$ cat config.mk
export PLATFORM = sky130hd
export DESIGN_NAME = log_page_buffer
export DESIGN_NICKNAME = d
export VERILOG_FILES = /design/src/rtl/log_page_buffer.sv
export SDC_FILE = /design/constraint.sdc
export NUM_CORES = 2
export LEC_CHECK = 0
export CORE_UTILIZATION = 54
export CTS_BUF_LIST = sky130_fd_sc_hd__clkbuf_16
export CTS_CLUSTER_DIAMETER = 100
export DETAILED_ROUTE_END_ITERATION = 8
export DONT_BUFFER_PORTS = 1
export HOLD_SLACK_MARGIN = 0.06
export PLACE_DENSITY_LB_ADDON = 0.15
export REMOVE_ABC_BUFFERS = 1
export SLEW_MARGIN = 15
export SYNTH_ARGS = -nofsm -noshare
export SYNTH_HDL_FRONTEND = slang
export SYNTH_SLANG_ARGS = --single-unit
$ cat constraint.sdc
create_clock -name CLK_50MHz -period 8.6 [get_ports CLK_50MHz]
set_clock_uncertainty 0.1 [all_clocks]
set_input_delay 0.86 -clock CLK_50MHz [delete_from_list [all_inputs] [get_ports CLK_50MHz]]
set_output_delay 0.86 -clock CLK_50MHz [all_outputs]
set_load 0.02 [all_outputs]
$ cat src/rtl/log_page_buffer.sv
// Ping-pong page collector feeding the 24LC256 I2C leader: packs sample bytes into
// page-aligned write commands and re-issues a page after wr_err up to MAX_RETRY times.
module log_page_buffer #(
  parameter int PAGE_BYTES = 64,
  parameter int ADDR_W     = 15,
  parameter int START_ADDR = 0,
  parameter int MAX_RETRY  = 3
) (
  input  logic              CLK_50MHz,
  input  logic              RESET,
  input  logic              sample_valid,
  input  logic [7:0]        sample_data,
  output logic              sample_ready,
  input  logic              flush,
  output logic              wr_req,
  output logic [ADDR_W-1:0] wr_addr,
  output logic [6:0]        wr_len,
  input  logic              wr_ack,
  output logic [7:0]        byte_data,
  input  logic              byte_rd,
  input  logic              wr_done,
  input  logic              wr_err,
  output logic              mem_full,
  output logic              err_sticky,
  output logic [1:0]        dbg_state_o
);

  localparam int OFF_W = $clog2(PAGE_BYTES);
  localparam int RTY_W = $clog2(MAX_RETRY + 1);

  typedef enum logic [1:0] {S_IDLE, S_REQ, S_STREAM} state_t;

  // Handshakes: a sample byte moves when sample_valid & sample_ready at a rising edge.
  // wr_req stays high with wr_addr/wr_len stable until wr_ack; afterwards each byte_rd
  // consumes byte_data and the next byte is presented on the following cycle.

  state_t               state_q;
  logic                 fill_sel_q, issue_sel_q;
  logic [1:0]           full_q;
  logic [6:0]           cnt_q [2];
  logic [ADDR_W-1:0]    base_q [2];
  logic [ADDR_W-1:0]    fill_addr_q;
  logic                 ready_en_q, mem_full_q, err_sticky_q;
  logic                 wr_req_q;
  logic [ADDR_W-1:0]    wr_addr_q;
  logic [6:0]           wr_len_q;
  logic [7:0]           byte_data_q;
  logic [OFF_W-1:0]     rd_off_q;
  logic [6:0]           rd_cnt_q;
  logic [RTY_W-1:0]     retry_q;
  logic [7:0]           mem_q [2*PAGE_BYTES];

  logic                 accept, at_boundary, at_top, close_fill;
  logic [OFF_W-1:0]     rd_off_d;

  assign sample_ready = ready_en_q & ~full_q[fill_sel_q] & ~mem_full_q;
  assign accept       = sample_valid & sample_ready;
  assign at_boundary  = (fill_addr_q[OFF_W-1:0] == '1);
  assign at_top       = (fill_addr_q == '1);
  // A flush only closes a buffer that is actually being filled and holds data.
  assign close_fill   = (accept & (at_boundary | at_top | flush)) |
                        (flush & ~full_q[fill_sel_q] & (cnt_q[fill_sel_q] != 7'd0));
  assign rd_off_d     = rd_off_q + OFF_W'(1);

  assign wr_req      = wr_req_q;
  assign wr_addr     = wr_addr_q;
  assign wr_len      = wr_len_q;
  assign byte_data   = byte_data_q;
  assign mem_full    = mem_full_q;
  assign err_sticky  = err_sticky_q;
  assign dbg_state_o = state_q;

  // Bytes are stored at their page offset so a mid-page start needs no realignment.
  always_ff @(posedge CLK_50MHz) begin
    if (accept) mem_q[{fill_sel_q, fill_addr_q[OFF_W-1:0]}] <= sample_data;
  end

  always_ff @(posedge CLK_50MHz or posedge RESET) begin
    if (RESET) begin
      state_q      <= S_IDLE;
      fill_sel_q   <= 1'b0;
      issue_sel_q  <= 1'b0;
      full_q       <= 2'b00;
      cnt_q[0]     <= 7'd0;
      cnt_q[1]     <= 7'd0;
      base_q[0]    <= ADDR_W'(START_ADDR);
      base_q[1]    <= ADDR_W'(START_ADDR);
      fill_addr_q  <= ADDR_W'(START_ADDR);
      ready_en_q   <= 1'b0;
      mem_full_q   <= 1'b0;
      err_sticky_q <= 1'b0;
      wr_req_q     <= 1'b0;
      wr_addr_q    <= ADDR_W'(START_ADDR);
      wr_len_q     <= 7'd0;
      byte_data_q  <= 8'd0;
      rd_off_q     <= '0;
      rd_cnt_q     <= 7'd0;
      retry_q      <= '0;
    end else begin
      ready_en_q <= 1'b1;

      if (accept) begin
        if (cnt_q[fill_sel_q] == 7'd0) base_q[fill_sel_q] <= fill_addr_q;
        cnt_q[fill_sel_q] <= cnt_q[fill_sel_q] + 7'd1;
        fill_addr_q       <= fill_addr_q + ADDR_W'(1);
        if (at_top) mem_full_q <= 1'b1;
      end
      if (close_fill) begin
        full_q[fill_sel_q] <= 1'b1;
        fill_sel_q         <= ~fill_sel_q;
      end

      // The issue side only ever frees the full buffer at issue_sel_q, while the fill
      // side only touches a non-full buffer, so the two never update the same entry.
      case (state_q)
        S_IDLE: begin
          if (full_q[issue_sel_q]) begin
            wr_addr_q <= base_q[issue_sel_q];
            wr_len_q  <= cnt_q[issue_sel_q];
            wr_req_q  <= 1'b1;
            state_q   <= S_REQ;
          end
        end
        S_REQ: begin
          if (wr_ack) begin
            wr_req_q    <= 1'b0;
            rd_off_q    <= wr_addr_q[OFF_W-1:0];
            rd_cnt_q    <= 7'd0;
            byte_data_q <= mem_q[{issue_sel_q, wr_addr_q[OFF_W-1:0]}];
            state_q     <= S_STREAM;
          end
        end
        S_STREAM: begin
          if (wr_done || (wr_err && retry_q >= RTY_W'(MAX_RETRY))) begin
            full_q[issue_sel_q] <= 1'b0;
            cnt_q[issue_sel_q]  <= 7'd0;
            issue_sel_q         <= ~issue_sel_q;
            retry_q             <= '0;
            if (!wr_done) err_sticky_q <= 1'b1;
            state_q             <= S_IDLE;
          end else if (wr_err) begin
            retry_q  <= retry_q + RTY_W'(1);
            wr_req_q <= 1'b1;
            state_q  <= S_REQ;
          end else if (byte_rd && rd_cnt_q < wr_len_q) begin
            rd_cnt_q <= rd_cnt_q + 7'd1;
            if (rd_cnt_q + 7'd1 < wr_len_q) begin
              rd_off_q    <= rd_off_d;
              byte_data_q <= mem_q[{issue_sel_q, rd_off_d}];
            end
          end
        end
        default: state_q <= S_IDLE;
      endcase
    end
  end

endmodule
==> run_results.csv <==
group,metric,value,unit
timing,slew_headroom,0.133,
setup_path,r2r-start,"rd_off_q[0]",
synth,ys_ff_latch,1138,
synth,synth_adder_area_share,0.00423,
synth,synthMuxAreaShare,0.249,
floorplan,pin_count,52,
clock_tree,clkLatencyLatePin,0.73,ns
setup_path,critical_path_class,"flip-flop to flip-flop",
timing,setup_violations,0,
routing,drtIter0Drc,4326,
status,status,"completed",
pwr,p_leak,18.4,nW
grt,grt_pass1_wl,228,mm
finish,fin_cells,4376,
grt,antenna_found_initial,3,
synth,synthTopCellsByArea,"edfxtp_1 (58%), mux4_2 (23%), dfrtp_1 (5.4%), nand2_1 (2.3%), nor2_1 (1.5%)",
placed_design,port_buffers,0,
synth,synthCells,3039,
finish,area_growth,9.41,%
grt,grt_pass1_vias,31351,
clock_tree,cts_sinks,1138,
grt,grt_use_total,0.325,
grt,met3_usage,0.0851,
placed_design,hpwl,101,mm
grt,use_met2,0.502,
setup_path,crit_fanout,48,
synth,yosysWarnings,0,
grt,use_met1,0.443,
floorplan,core,97100,sq um
timing,rsz0062_at_grt,"false",
routing,drc,0,
synth,synthTopCellsByCount,"edfxtp_1 (1024), mux4_2 (540), nand2_1 (326), nor2_1 (207), dfrtp_1 (114)",
timing,hold_viol_final,0,
finish,fin_util,0.600,
routing,vias,31273,
timing,fin_crit,4.86,ns
floorplan,fp.dieH,316,microns
setup_path,crit_path_start,"rd_off_q[0]",
grt,busiest_layer,"met2",
timing,period_share,0.565,
floorplan,row_count,114,
synth,synth_area_per_cell,17.5,sq um
pwr,ir_drop,0.338,mV
timing,worst-slew-pin-transition,1.30,ns
synth,synthesis.area,53300,sq um
synth,synth_most_common_cell,"edfxtp_1",
routing,viasPerCell,7.15,
synth,yosysTopAreaCell,"edfxtp_1",
floorplan,die-area,99900,sq um
worst_hold_path,worstHoldStart,"sample_data[6]",
worst_hold_path,holdCritPathClass,"input pin to flip-flop",
clock_tree,cts_root_buffer,"clkbuf_16",
synth,synthSimpleGateAreaFrac,0.0557,
setup_path,crit_path_start_kind,"flip-flop",
floorplan,start_util,0.548,
grt,grt-ovfl-total,0,
synth,ys_seq_area_frac,0.631,
synth,async_flop_share,0.100,
clock_tree,cts_buffer_depth,3,
synth,synth_compound_area_frac,0.0340,
pwr,p_per_area,297,nW/um^2
routing,wl_per_cell,36.4,microns
synth,synth_xor_area_frac,0.00623,
synth,synth_edf_count,1024,
grt,grt_max_degree,129,
placed_design,place.gp.congestion,0.970,
synth,synth_top_area_frac,0.577,
synth,synth_top_family_by_area,"multiplexers",
run,max-cap-violations,0,
timing,holdWs,0.150,ns
clock_tree,cts_inserted_buffers,118,
routing,drt_first_pass_iters,6,
clock_tree,cts.clk_slew.worst_paths,0.06,ns
routing,drt_wl_total,159,mm
clock_tree,htreeDepth,3,
setup_path,critPathCaptureType,"flip-flop",
timing,slew_violations,0,
floorplan,dieWidth,316,microns
synth,synth_top_flop_cell,"edfxtp_1",
setup_path,cp.required,9.10,ns
finish,drive_above_1_share,0.268,
clock_tree,cts_tree,"yes",
setup_path,crit_arrival,5.37,ns
synth,synth_cell_types,68,
placed_design,dpl.cell_count,4150,
finish,final_nets,3029,
timing,fmax,206,MHz
routing,ant_nets,0,
## kinds of logic (layout without fill, tap and decap cells)
family                     Yosys count  after routing
muxes                              645            645
DFF                               1138           1138
and+or+nand+nor                    698            698
buffers and inverters              229            289
other                                1              2
xor gates and xnor gates            37             37
adders and majority gates           18             18
AOI/OAI and AO/OA                  273            273
## critical path: stages, from the launching register on
cell and delay, ns:
dfrtp_4 0.85, buf_4 0.65, buf_4 0.88, mux4_2 0.63
mux4_2 0.52, mux2i_1 0.28, nor3_1 0.09, a31oi_1 0.32
and4_1 0.26, o21ai_1 0.07
## path summary, 6_finish.rpt
kind | end | slack [ns] | depth (start not counted)
setup / recovery | byte_data[3] | 3.74 | 9
hold / removal | mem_q[65][6] | 0.15 | 0
setup reg to reg | byte_data[3] | 3.74 | 9
hold reg to reg | base_q[25] | 0.41 | 1
max in group asynchronous | wr_addr[1] | 6.28 | 3
min in group asynchronous | wr_req | 0.56 | 2
## placed cells by master (no fill, tap or decap), types with 13 or more instances in the layout
cell type and count:
buf_4 43, clkinv_1 27, inv_1 30, a21oi_1 21, clkinv_2 31, clkbuf_16 121, mux2_2 30, nand2_1 325
o22ai_1 16, edfxtp_1 1024, nor2_1 207, ha_1 17, mux4_2 540, xor2_1 13, o221ai_1 16, bufinv_16 14
a31oi_1 23, xnor2_1 20, nor3_1 14, dfrtp_1 107, o21ai_0 97, mux2i_1 75, nand3_1 79
## flip-flops by register name, summed over array words and instances (netlist names)
| name | cells |
|---|---|
| retry_q | 2 |
| cnt_q | 14 |
| issue_sel_q | 1 |
| byte_data | 8 |
| fill_addr_q | 15 |
| ready_en_q | 1 |
| dbg_state_o | 2 |
| rd_cnt_q | 7 |
| wr_req | 1 |
| err_sticky | 1 |
| base_q | 30 |
| fill_sel_q | 1 |
| wr_addr | 15 |
| full_q | 2 |
| wr_len | 7 |
| mem_full | 1 |
| mem_q | 1024 |
| rd_off_q | 6 |
## where the power goes
part	switching (W)	total (W)	internal [W]
registers	0.000331	0.00648	0.00615
clock network	0.00219	0.00515	0.00296
logic	0.00325	0.00567	0.00242
## stage by stage
stage	TNS, ns	cell area, sq um	power [W]	setup slack (ns)
after CTS	0	58300	0.0173	3.62
after global routing	0	58300	0.0178	3.43
after detailed placement	0	54400	0.0122	3.64
after global placement	0	54400	0.0122	3.64
final	0	58300	0.0173	3.74
after floorplan	-93.15	52200	0.0118	-8.60
## final cells by class
| class | instances | area (sq um) |
|---|---|---|
| fill | 7041 | 38900 |
| sequential | 1138 | 33600 |
| multi-input combinational | 1672 | 18700 |
| clock buffer | 121 | 3030 |
| tap | 1276 | 1600 |
| clock inverter | 103 | 861 |
| timing repair buffer | 49 | 433 |
| inverter | 16 | 63.8 |
| antenna | 1 | 2.50 |
## metal layers
| layer | part of all wire | wire [microns] |
|---|---|---|
| met2 | 0.47 | 75300 |
| met3 | 0.11 | 17100 |
| met5 | 0.00033 | 52 |
| met1 | 0.37 | 59100 |
| met4 | 0.048 | 7660 |
## repair_timing
| action | 4_1_cts | 5_1_grt |
|---|---|---|
| resized for setup | 0 | 0 |
| hold buffers | 1 | 0 |
| buffers inserted | 0 | 0 |
| hold endpoints to repair | 35 | 0 |
Power figures use the tool's default switching activity.
